$ cat src/rtl/alu_operand_stage.sv
// ============================================================================
// Module      : alu_operand_stage
// Description : Two-slot skid buffer between decode and ALU that selects the
//               ALU operands (rs1/pc, rs2/immediate) at capture time.
//               Optional writeback forwarding: define ALU_FORWARDING_EN.
// Revision    : 1.0 - initial release
// ============================================================================
`default_nettype none

module alu_operand_stage #(
  parameter int REGISTER_INDEX_WIDTH = 5
) (
  input  logic                            clk,
  input  logic                            rst_n,
  // decode side
  input  logic                            in_valid,
  output logic                            in_ready,
  input  logic [3:0]                      in_operation,
  input  logic [31:0]                     in_rs1_data,
  input  logic [31:0]                     in_rs2_data,
  input  logic [REGISTER_INDEX_WIDTH-1:0] in_rs1_index,
  input  logic [REGISTER_INDEX_WIDTH-1:0] in_rs2_index,
  input  logic [REGISTER_INDEX_WIDTH-1:0] in_rd,
  input  logic [31:0]                     in_immediate,
  input  logic [31:0]                     in_pc,
  input  logic                            in_operand_1_select,
  input  logic                            in_operand_2_select,
  // ALU side
  output logic                            out_valid,
  input  logic                            out_ready,
  output logic [3:0]                      operation,
  output logic signed [31:0]              operand_1,
  output logic signed [31:0]              operand_2,
  output logic [REGISTER_INDEX_WIDTH-1:0] out_rd,
  // writeback bus
  input  logic                            wb_valid,
  input  logic [REGISTER_INDEX_WIDTH-1:0] wb_rd,
  input  logic [31:0]                     wb_data
);

  // alu_operation_t encoding: Add is 4'd0, so an all-zero slot is the reset value
  localparam logic [3:0] ALU_ADD = 4'd0;

  typedef enum logic [1:0] {
    EMPTY = 2'd0,
    ONE   = 2'd1,
    FULL  = 2'd2
  } state_t;

  typedef struct packed {
    logic [3:0]                      operation;
    logic [REGISTER_INDEX_WIDTH-1:0] rd;
    logic [31:0]                     operand_1;
    logic [31:0]                     operand_2;
`ifdef ALU_FORWARDING_EN
    logic [REGISTER_INDEX_WIDTH-1:0] rs1_index;
    logic [REGISTER_INDEX_WIDTH-1:0] rs2_index;
    logic                            operand_1_select;
    logic                            operand_2_select;
`endif
  } slot_t;

  state_t state, state_next;
  slot_t  main_slot, main_next;
  slot_t  skid_slot, skid_next;
  slot_t  captured;
  slot_t  main_patched, skid_patched;
  logic   accept, emit;
  logic [31:0] rs1_value, rs2_value;

  assign accept = in_valid & in_ready;
  assign emit   = out_valid & out_ready;

`ifdef ALU_FORWARDING_EN
  // Held register operands pick up a matching writeback; x0 is never forwarded.
  function automatic slot_t patch(input slot_t s, input logic v,
                                  input logic [REGISTER_INDEX_WIDTH-1:0] rd,
                                  input logic [31:0] data);
    slot_t p;
    p = s;
    if (v && (rd != '0)) begin
      if (!s.operand_1_select && (s.rs1_index == rd)) p.operand_1 = data;
      if (!s.operand_2_select && (s.rs2_index == rd)) p.operand_2 = data;
    end
    return p;
  endfunction

  assign rs1_value = (wb_valid && (wb_rd != '0) && (wb_rd == in_rs1_index)) ? wb_data : in_rs1_data;
  assign rs2_value = (wb_valid && (wb_rd != '0) && (wb_rd == in_rs2_index)) ? wb_data : in_rs2_data;
  assign main_patched = patch(main_slot, wb_valid, wb_rd, wb_data);
  assign skid_patched = patch(skid_slot, wb_valid, wb_rd, wb_data);
`else
  logic unused_forwarding_inputs;
  assign unused_forwarding_inputs = ^{wb_valid, wb_rd, wb_data, in_rs1_index, in_rs2_index};

  assign rs1_value    = in_rs1_data;
  assign rs2_value    = in_rs2_data;
  assign main_patched = main_slot;
  assign skid_patched = skid_slot;
`endif

  always_comb begin
    captured           = '0;
    captured.operation = in_operation;
    captured.rd        = in_rd;
    captured.operand_1 = in_operand_1_select ? in_pc        : rs1_value;
    captured.operand_2 = in_operand_2_select ? in_immediate : rs2_value;
`ifdef ALU_FORWARDING_EN
    captured.rs1_index        = in_rs1_index;
    captured.rs2_index        = in_rs2_index;
    captured.operand_1_select = in_operand_1_select;
    captured.operand_2_select = in_operand_2_select;
`endif
  end

  always_comb begin
    state_next = state;
    main_next  = main_patched;
    skid_next  = skid_patched;
    case (state)
      EMPTY: begin
        if (accept) begin
          main_next  = captured;
          state_next = ONE;
        end
      end
      ONE: begin
        if (accept && emit) begin
          main_next = captured;
        end else if (accept) begin
          skid_next  = captured;
          state_next = FULL;
        end else if (emit) begin
          state_next = EMPTY;
        end
      end
      FULL: begin
        // in_ready is low here, so only the skid-to-main move can happen
        if (emit) begin
          main_next  = skid_patched;
          state_next = ONE;
        end
      end
      default: state_next = EMPTY;
    endcase
  end

  always_ff @(posedge clk) begin
    if (!rst_n) begin
      state     <= EMPTY;
      main_slot <= '0;
      skid_slot <= '0;
      in_ready  <= 1'b0;
    end else begin
      state     <= state_next;
      main_slot <= main_next;
      skid_slot <= skid_next;
      in_ready  <= (state_next != FULL);
    end
  end

  assign out_valid = (state != EMPTY);
  assign operation = main_slot.operation;
  assign operand_1 = main_slot.operand_1;
  assign operand_2 = main_slot.operand_2;
  assign out_rd    = main_slot.rd;

endmodule

`default_nettype wire
$ cat config.mk
export PLATFORM = sky130hd
export DESIGN_NAME = alu_operand_stage
export DESIGN_NICKNAME = d
export VERILOG_FILES = /design/src/rtl/alu_operand_stage.sv
export SDC_FILE = /design/constraint.sdc
export NUM_CORES = 1
export LEC_CHECK = 0
export BUFFER_PORTS_ARGS = -buffer_cell sky130_fd_sc_hd__buf_2
export CAP_MARGIN = 20
export CELL_PAD_IN_SITES_DETAIL_PLACEMENT = 1
export CELL_PAD_IN_SITES_GLOBAL_PLACEMENT = 1
export CORE_MARGIN = 2
export CORE_UTILIZATION = 39
export CTS_CLUSTER_DIAMETER = 30
export DETAILED_ROUTE_END_ITERATION = 12
export PLACE_DENSITY_LB_ADDON = 0.08
export SYNTH_ARGS = -nofsm -noshare
export SYNTH_HDL_FRONTEND = slang
export SYNTH_SLANG_ARGS = --single-unit
export TNS_END_PERCENT = 100
$ cat constraint.sdc
create_clock -name clk -period 2.1 [get_ports clk]
set_input_delay 0.315 -clock clk [delete_from_list [all_inputs] [get_ports clk]]
set_output_delay 0.315 -clock clk [all_outputs]
set_load 0.01 [all_outputs]
**Word-level counts from Yosys, hierarchy flattened**

Index checks and enable logic that the tools add are counted.

- Eq/ne operators: 6
- Multiplexer cells: 12
- Bitwise logic cells: 3
- Reductions and logical operators: 6

Operators by type and width:

| cell | number |
|---|---|
| $mux 73 | 3 |
| $pmux 73 s3 | 1 |
| $mux 32 | 2 |
| $mux 2 | 5 |
| $ne 2x2->1 const B | 4 |
| $pmux 2 s3 | 1 |
| $reduce_and 4->1 | 1 |
| $reduce_and 3->1 | 1 |
| $reduce_bool 3->1 | 1 |
| $and 1x1->1 | 2 |
| $eq 2x1->1 const B | 1 |
| $eq 2x2->1 const B | 1 |
| $logic_not 2->1 | 1 |
| $reduce_bool 2->1 | 1 |
| $logic_and 1x1->1 | 1 |
| $not 1->1 | 1 |

- Bits in registers: 149
- Input bits: 191
- Output and inout bits: 75

**Longest topological paths before layout**

Gate-level depths: netlist of run 1.

- Word-level depth: 7
- Depth in mapped cells: 8
- Depth with buffers taken out: 4

**Worst setup path before layout of run 1**

Ideal clock, no wire load.

- Path type: reg-to-reg
- From: register in_ready
- To: register main_slot (netlist bit operand_2[2])
- Setup time: 0.067 ns
- Arrival: 1.320 ns
- Required time: 2.033 ns
- Setup slack: 0.713 ns
- Stages on the path, launching flop included: 8
- Buffers on the path: 3
- Path through: dfxtp_1 > nand2_2 > o31ai_4 > buf_6 > buf_12 > buf_12 > o2111ai_2 > o21ai_2

- Longest elaborated chain between the ends: 4

RTL lines:

| what | RTL line | source |
|---|---|---|
| start, declared | 17 | `output logic in_ready,` |
| start signal, assigned | 158 | `in_ready <= (state_next != FULL);` |
| $and 1x1->1 (*) | 71 | `assign accept = in_valid & in_ready;` |
| $logic_and 1x1->1 | 128 | `if (accept && emit) begin` |
| $ne 2x2->1 (no source line) | - |  |
| $reduce_and 4->1 (no source line) (*) | - |  |
| end signal, assigned | 156 | `main_slot <= main_next;` |
| end, declared | 64 | `slot_t main_slot, main_next;` |

Every way passes the cells marked *; elsewhere a longest branch is shown, timed or not.
A chain may end at the register's enable or synchronous reset.

**Worst setup path after layout of run 1**

- From: register state[1]
- To: register main_slot (netlist bit out_rd[2])

- Longest elaborated chain between the ends: 5

RTL lines:

| what | RTL line | source |
|---|---|---|
| start, declared | 63 | `state_t state, state_next;` |
| start signal, assigned | 155 | `state <= state_next;` |
| $reduce_bool 2->1 | 162 | `assign out_valid = (state != EMPTY);` |
| $and 1x1->1 | 72 | `assign emit = out_valid & out_ready;` |
| $logic_and 1x1->1 | 128 |  |
| $ne 2x2->1 (no source line) | - |  |
| $reduce_and 4->1 (no source line) | - |  |

Several ways; a longest one is shown, not always the timed one.

==> results of run 1 <==
==> critical path: stages, from the launching register on <==
cell and delay [ps]:
dfxtp_1 590, nand3b_1 190, o31ai_4 130, buf_12 400
nand2_1 130, o211a_1 150
==> synthesized netlist by cell type (2+ instances only) <==
cell type / count / area share (%)
nand2_1: 220 / 12
dfxtp_1: 149 / 42
mux2i_1: 74 / 10
o211a_1: 73 / 10
buf_2: 41 / 2.9
o2111ai_2: 36 / 7.6
o21ai_2: 36 / 4.4
o2111ai_1: 28 / 3.4
o21ai_0: 28 / 2.0
clkbuf_1: 26 / 1.4
a21boi_0: 7 / 0.73
buf_12: 4 / 1.1
clkbuf_2: 4 / 0.28
a21boi_1: 2 / 0.21
and2_1: 2 / 0.17
buf_1: 2 / 0.10
nand2b_1: 2 / 0.17
==> per-layer routing <==
metal  vias to the layer above  global-route usage [%]  share of wire (%)
met2                       139                    34.5                 50
li1                       3045                       -                  -
met5                         -                       0                  0
met3                        18                    4.13                4.6
met4                         0                    6.01                1.4
met1                      3049                    24.2                 44
==> report_power, final <==
part / switching (uW) / internal, uW / total [uW] / leakage (uW)
clock: 1160 / 2070 / 3230 / 0.000302
combinational: 493 / 379 / 871 / 0.00328
sequential: 69.5 / 2950 / 3020 / 0.00121
total: 1720 / 5400 / 7120 / 0.00479
==> cell type report <==
type | instances | area [sq um] | share of cell area, %
multi-input cells | 520 | 3740 | 41.7
clock buffers | 22 | 474 | 5.28
clock inverters | 9 | 150 | 1.67
well taps | 229 | 287 | 3.19
flip-flops and latches | 149 | 2980 | 33.2
repair buffers | 233 | 1340 | 14.9
==> cells by family (layout without fill, tap and decap cells) <==
logic type | count (synthesis) | in the layout | share of synthesized area [%]
AO/OA/AOI/OAI | 214 | 214 | 29.1
buffers and inverters | 80 | 264 | 6.21
flip-flops | 149 | 149 | 41.7
multiplexers | 74 | 74 | 10.3
AND/OR/NAND/NOR | 232 | 232 | 12.7
==> path summary, 6_finish.rpt <==
kind	from	end	slack [ps]	depth (start not counted)
worst min-delay path	in_operation[1]	skid_patched[70]	150	3
worst max-delay path	state[1]	out_rd[2]	300	5
worst max register to register	state[1]	out_rd[2]	300	5
worst min register to register	operand_2[16]	operand_2[16]	460	2
==> flip-flops by register name, indices dropped and copies added, names as in the netlist <==
| signal | flops |
|---|---|
| operation | 4 |
| in_ready | 1 |
| state | 2 |
| operand_1 | 32 |
| skid_patched | 73 |
| out_rd | 5 |
| operand_2 | 32 |
==> stage by stage <==
step,instances,power [uW]
detailed placement,1131,3960
finish,1162,7120
floorplan,749,3620
global placement,1131,3920
global route,1162,7410
CTS,1162,7210
==> qor.yml, run 1 <==
slew_headroom_pct: 65.5
final_common_cell: "nand2_1"
synth-edff-count: 0
min_period_ps: 1800
maxCapViolations: 0
ys_seq_area_share_pct: 41.7
post_route_cells_drive_above_1_share_pct: 36.4
peakVddDrop_v: 0.000568
tns_ps: 0
max_freq_mhz: 556
setup_violations: 0
die_w_um: 139
fin_skew_ps: 8.40
htreeDepth: 4
syn_nets: 940
initial_core_util_pct: 39.8
clock_sinks: 149
totalWireLength_um: 19200
rsz0062_at_grt: "false"
grt_start_max_net_pins: 85
core_area_sq_um: 18000
hold_buffers: 0
layout.nets: 1112
syn_avg_cell_area_sq_um: 9.56
wl_per_cell_um: 16.5
endpoint_kind: "flip-flop"
antenna_found_initial: 0
io_buffers: 217
syn-cell-area_sq_um: 7160
grt-ovfl-total: 0
finalHoldViolCount: 0
yosysWarnings: 0
layout_common_cells: "220 x nand2_1, 216 x buf_2, 149 x dfxtp_1, 74 x mux2i_1, 73 x o211a_1"
worst_pin_slew_ps: 517
grt_first_pass_wirelength_um: 31800
dpl_worst_slack_ps: 311
yosysUniqueCellTypes: 32
drtIter0Drc: 267
postRouteAntennaNets: 0
grtUsageTotal_pct: 19.7
diodes: 0
cts_resized: 0
ys_seq_elements: 149
rows: 49
finalWorstSetupSlack_ps: 303
slew_viol_final: 0
grt_pass1_vias: 6480
area_growth_pct: 25.4
hp-class: "in -> reg"
worst_ep_arrival_time_ps: 2100
drt-pass1-iter-count: 4
path_clk_slew_ps: 60
ys_async_sr_fraction_pct: 0
p_leak_uw: 0.00479
drc: 0
fin_hold_ws_ps: 150
synthCells: 749
critPathMaxFanout: 82
critPathRequiredTime_ps: 2400
io_pins: 266
nFillCells: 2099
min_period_over_period_pct: 85.6
cts_buffer_depth: 2
place_congestion: 0.699
start_kind: "flip-flop"
vias_per_cell: 5.38
finalCoreUtilization_pct: 50.0
cts_tree: "done"
placed_area_sq_um: 8350
die_area_sq_um: 19500
cts_made_buffers: 17
status: "finished, final reports clean"
fp.dieH_um: 139
postCtsSetupRepairBufs: 0
power.density_nw_per_um2: 793
synth_ff_type: "dfxtp_1"
dp_hpwl_um: 13200
clock_latency_ps: 420
final_area_sq_um: 8970
vias: 6251
path_class: "reg -> reg"
cts-root-buf: "clkbuf_16"
Note: power is estimated with default switching activity, not from simulation.
==> run 2: changes to the inputs <==
--- a/config.mk
+++ b/config.mk
@@ -14,6 +14,7 @@
 export CTS_CLUSTER_DIAMETER = 30
 export DETAILED_ROUTE_END_ITERATION = 12
 export PLACE_DENSITY_LB_ADDON = 0.08
+export REMOVE_ABC_BUFFERS = 1
 export SYNTH_ARGS = -nofsm -noshare
 export SYNTH_HDL_FRONTEND = slang
 export SYNTH_SLANG_ARGS = --single-unit
==> run 2 against run 1 <==
Global-route usage down 0.12 points. Flip-flop and latch count unchanged. Power decreased by 0.11%. Sequential power is essentially flat. Clock power hardly changed. Critical endpoint is now operand_2[5]. Largest cell class unchanged. Highest routed layer unchanged.
==> qor.yml, run 2 (same netlist as run 1, synthesis figures left out) <==
status: "finished, final reports clean"
grtUsageMet1_pct: 23.3  # -0.85 points
cts_made_buffers: 17  # unchanged
hold_start: "in_operation[1]"
hold_buffers: 0  # unchanged
cp_cell_sequence: "nand3b_1 -> o31ai_4 -> buf_12 -> o2111ai_2 -> o21ai_2"
dpl_worst_slack_ps: 314  # +3.43 ps
clock_sinks: 149  # unchanged
reg2reg_to: "operand_2[5]"
cts-root-buf: "clkbuf_16"
critPathMaxFanout: 76  # -7.3%
cts_buffer_depth: 2  # unchanged
post_route_cells_drive_above_1_share_pct: 36.3  # -0.098 points
rsz0062_at_grt: "false"
startpoint: "state[1]"
met2_usage_pct: 35.6  # +1.0 points
dp.cells: 1128  # -0.27%
postRouteAntennaNets: 0  # unchanged
fin_skew_ps: 6.84  # -1.56 ps
cts_resized: 0  # unchanged
antenna_found_initial: 0  # unchanged
crit_cells: 5  # unchanged
vias: 6253  # +0.032%
reg2reg_slack_ps: 300  # about the same
finalWorstSetupSlack_ps: 301  # -1.91 ps
cp_top_family: "flip-flops"
path_class: "reg -> reg"
hp-class: "in -> reg"
grt_pass1_vias: 6408  # -1.1%
reg2reg_from: "state[1]"
die_w_um: 139  # unchanged
grtUsageTotal_pct: 19.5  # -0.12 points
drtIter0Drc: 234  # -12%
min_to: "skid_patched[70]"
worst_pin_slew_ps: 485  # -32.7 ps
min_period_over_period_pct: 85.7  # +0.091 points
path_clk_slew_ps: 60  # about the same
cp_slowest_cell: "dfxtp_1"
p_leak_uw: 0.00478  # -0.15%
instances_no_fill: 1160  # -0.17%
endpoint_kind: "flip-flop"
largest_reg_flops: 73  # unchanged
max_freq_mhz: 556  # -0.11%
nFillCells: 2103  # +0.19%
critPathRequiredTime_ps: 2440  # +40 ps
min_period_ps: 1800  # +1.91 ps
finalHoldViolCount: 0  # unchanged
place_congestion: 0.722  # +3.3%
drt-pass1-iter-count: 4  # unchanged
vias_per_cell: 5.39  # +0.20%
slew_headroom_pct: 67.7  # +2.2 points
clock_latency_ps: 410  # about the same
critPathBufInv: 1  # unchanged
peakVddDrop_v: 0.000552  # -2.7%
final_common_cell: "nand2_1"
slew_viol_final: 0  # unchanged
grt-ovfl-total: 0  # unchanged
totalWireLength_um: 19300  # +0.35%
top_usage_layer: "met2"
postCtsSetupRepairBufs: 0  # unchanged
fp.dieH_um: 139  # unchanged
cp_slowest_stage_delay_ps: 590  # about the same
die_area_sq_um: 19500  # unchanged
dp_hpwl_um: 13000  # -0.97%
worst_ep_arrival_time_ps: 2140  # +40 ps
grt_first_pass_wirelength_um: 31500  # -0.89%
layout_common_cells: "220 x nand2_1, 216 x buf_2, 149 x dfxtp_1, 74 x mux2i_1, 73 x o211a_1"
cts_tree: "done"
maxCapViolations: 0  # unchanged
setup_violations: 0  # unchanged
grt_start_max_net_pins: 77  # -9.4%
start_kind: "flip-flop"
io_buffers: 217  # unchanged
wl_per_cell_um: 16.6  # +0.52%
rows: 49  # unchanged
initial_core_util_pct: 39.8  # unchanged
core_area_sq_um: 18000  # unchanged
io_pins: 266  # unchanged
r2r_cells: 5  # unchanged
drc: 0  # unchanged
use_met3_pct: 3.65  # -0.48 points
layout.nets: 1109  # -0.27%
power.density_nw_per_um2: 792  # -0.14%
holdPathStages: 3  # unchanged
area_growth_pct: 25.4  # about the same
htreeDepth: 4  # unchanged
## run 2: changes by cell type in the layout (fill, tap and decap cells not counted)
cell | previous run | this run
clkinvlp_4 | 2 | 3
clkinv_2 | 3 | 2
clkbuf_1 | 2 | 1
diode_2 | 0 | 1
buf_4 | 6 | 1
buf_12 | 10 | 12
clkinv_4 | 0 | 2
clkbuf_8 | 3 | 1
inv_6 | 0 | 1
## run 2: worst reg2reg max path, stage by stage (launching register included)
cell and delay, ps:
dfxtp_1 590, nand3b_1 210, o31ai_4 140, buf_12 390, o2111ai_2 310, o21ai_2 90
## run 2: metrics by stage
step	total power, uW	hold slack [ps]	TNS (ps)	cell area [sq um]	utilization (%)
2_1_floorplan	3510	434	-620500	6710	-
3_3_place_gp	3910	444	0	8350	46.5
3_5_place_dp	3960	448	0	8350	46.5
4_1_cts	7200	134	0	8970	50.0
5_1_grt	7430	156	0	8970	50.0
6_report	7110	147	0	8980	50.0
## run 2: layer usage
metal,wire length (um),share of wire (%),vias to the layer above
met5,0,0,-
met4,282,1.5,0
met3,839,4.4,21
met2,9870,51,137
met1,8260,43,3049
li1,-,-,3046
## run 2: worst max-delay path by stage
stage,endpoint,slack [ps]
2_1_floorplan,skid_patched[0],-5790
3_3_place_gp,operation[1],440
3_5_place_dp,out_rd[1],310
4_1_cts,out_rd[1],290
5_1_grt,operand_2[5],170
6_report,operand_2[5],300
## run 2: power breakdown
part	switching [uW]	total (uW)	leakage, uW	internal, uW
clock	1200	3220	0.000295	2020
combinational	497	874	0.00328	377
sequential	69.3	3020	0.00121	2950
## run 2: area by class of cell
cell class                 count  area, sq um  area share (%)
multi-input combinational    520         3740            41.7
sequential                   149         2980            33.2
timing repair buffer         230         1340            14.9
clock buffer                  19          443            4.93
tap                          229          287            3.19
clock inverter                12          179            1.99
antenna                        1         2.50          0.0279
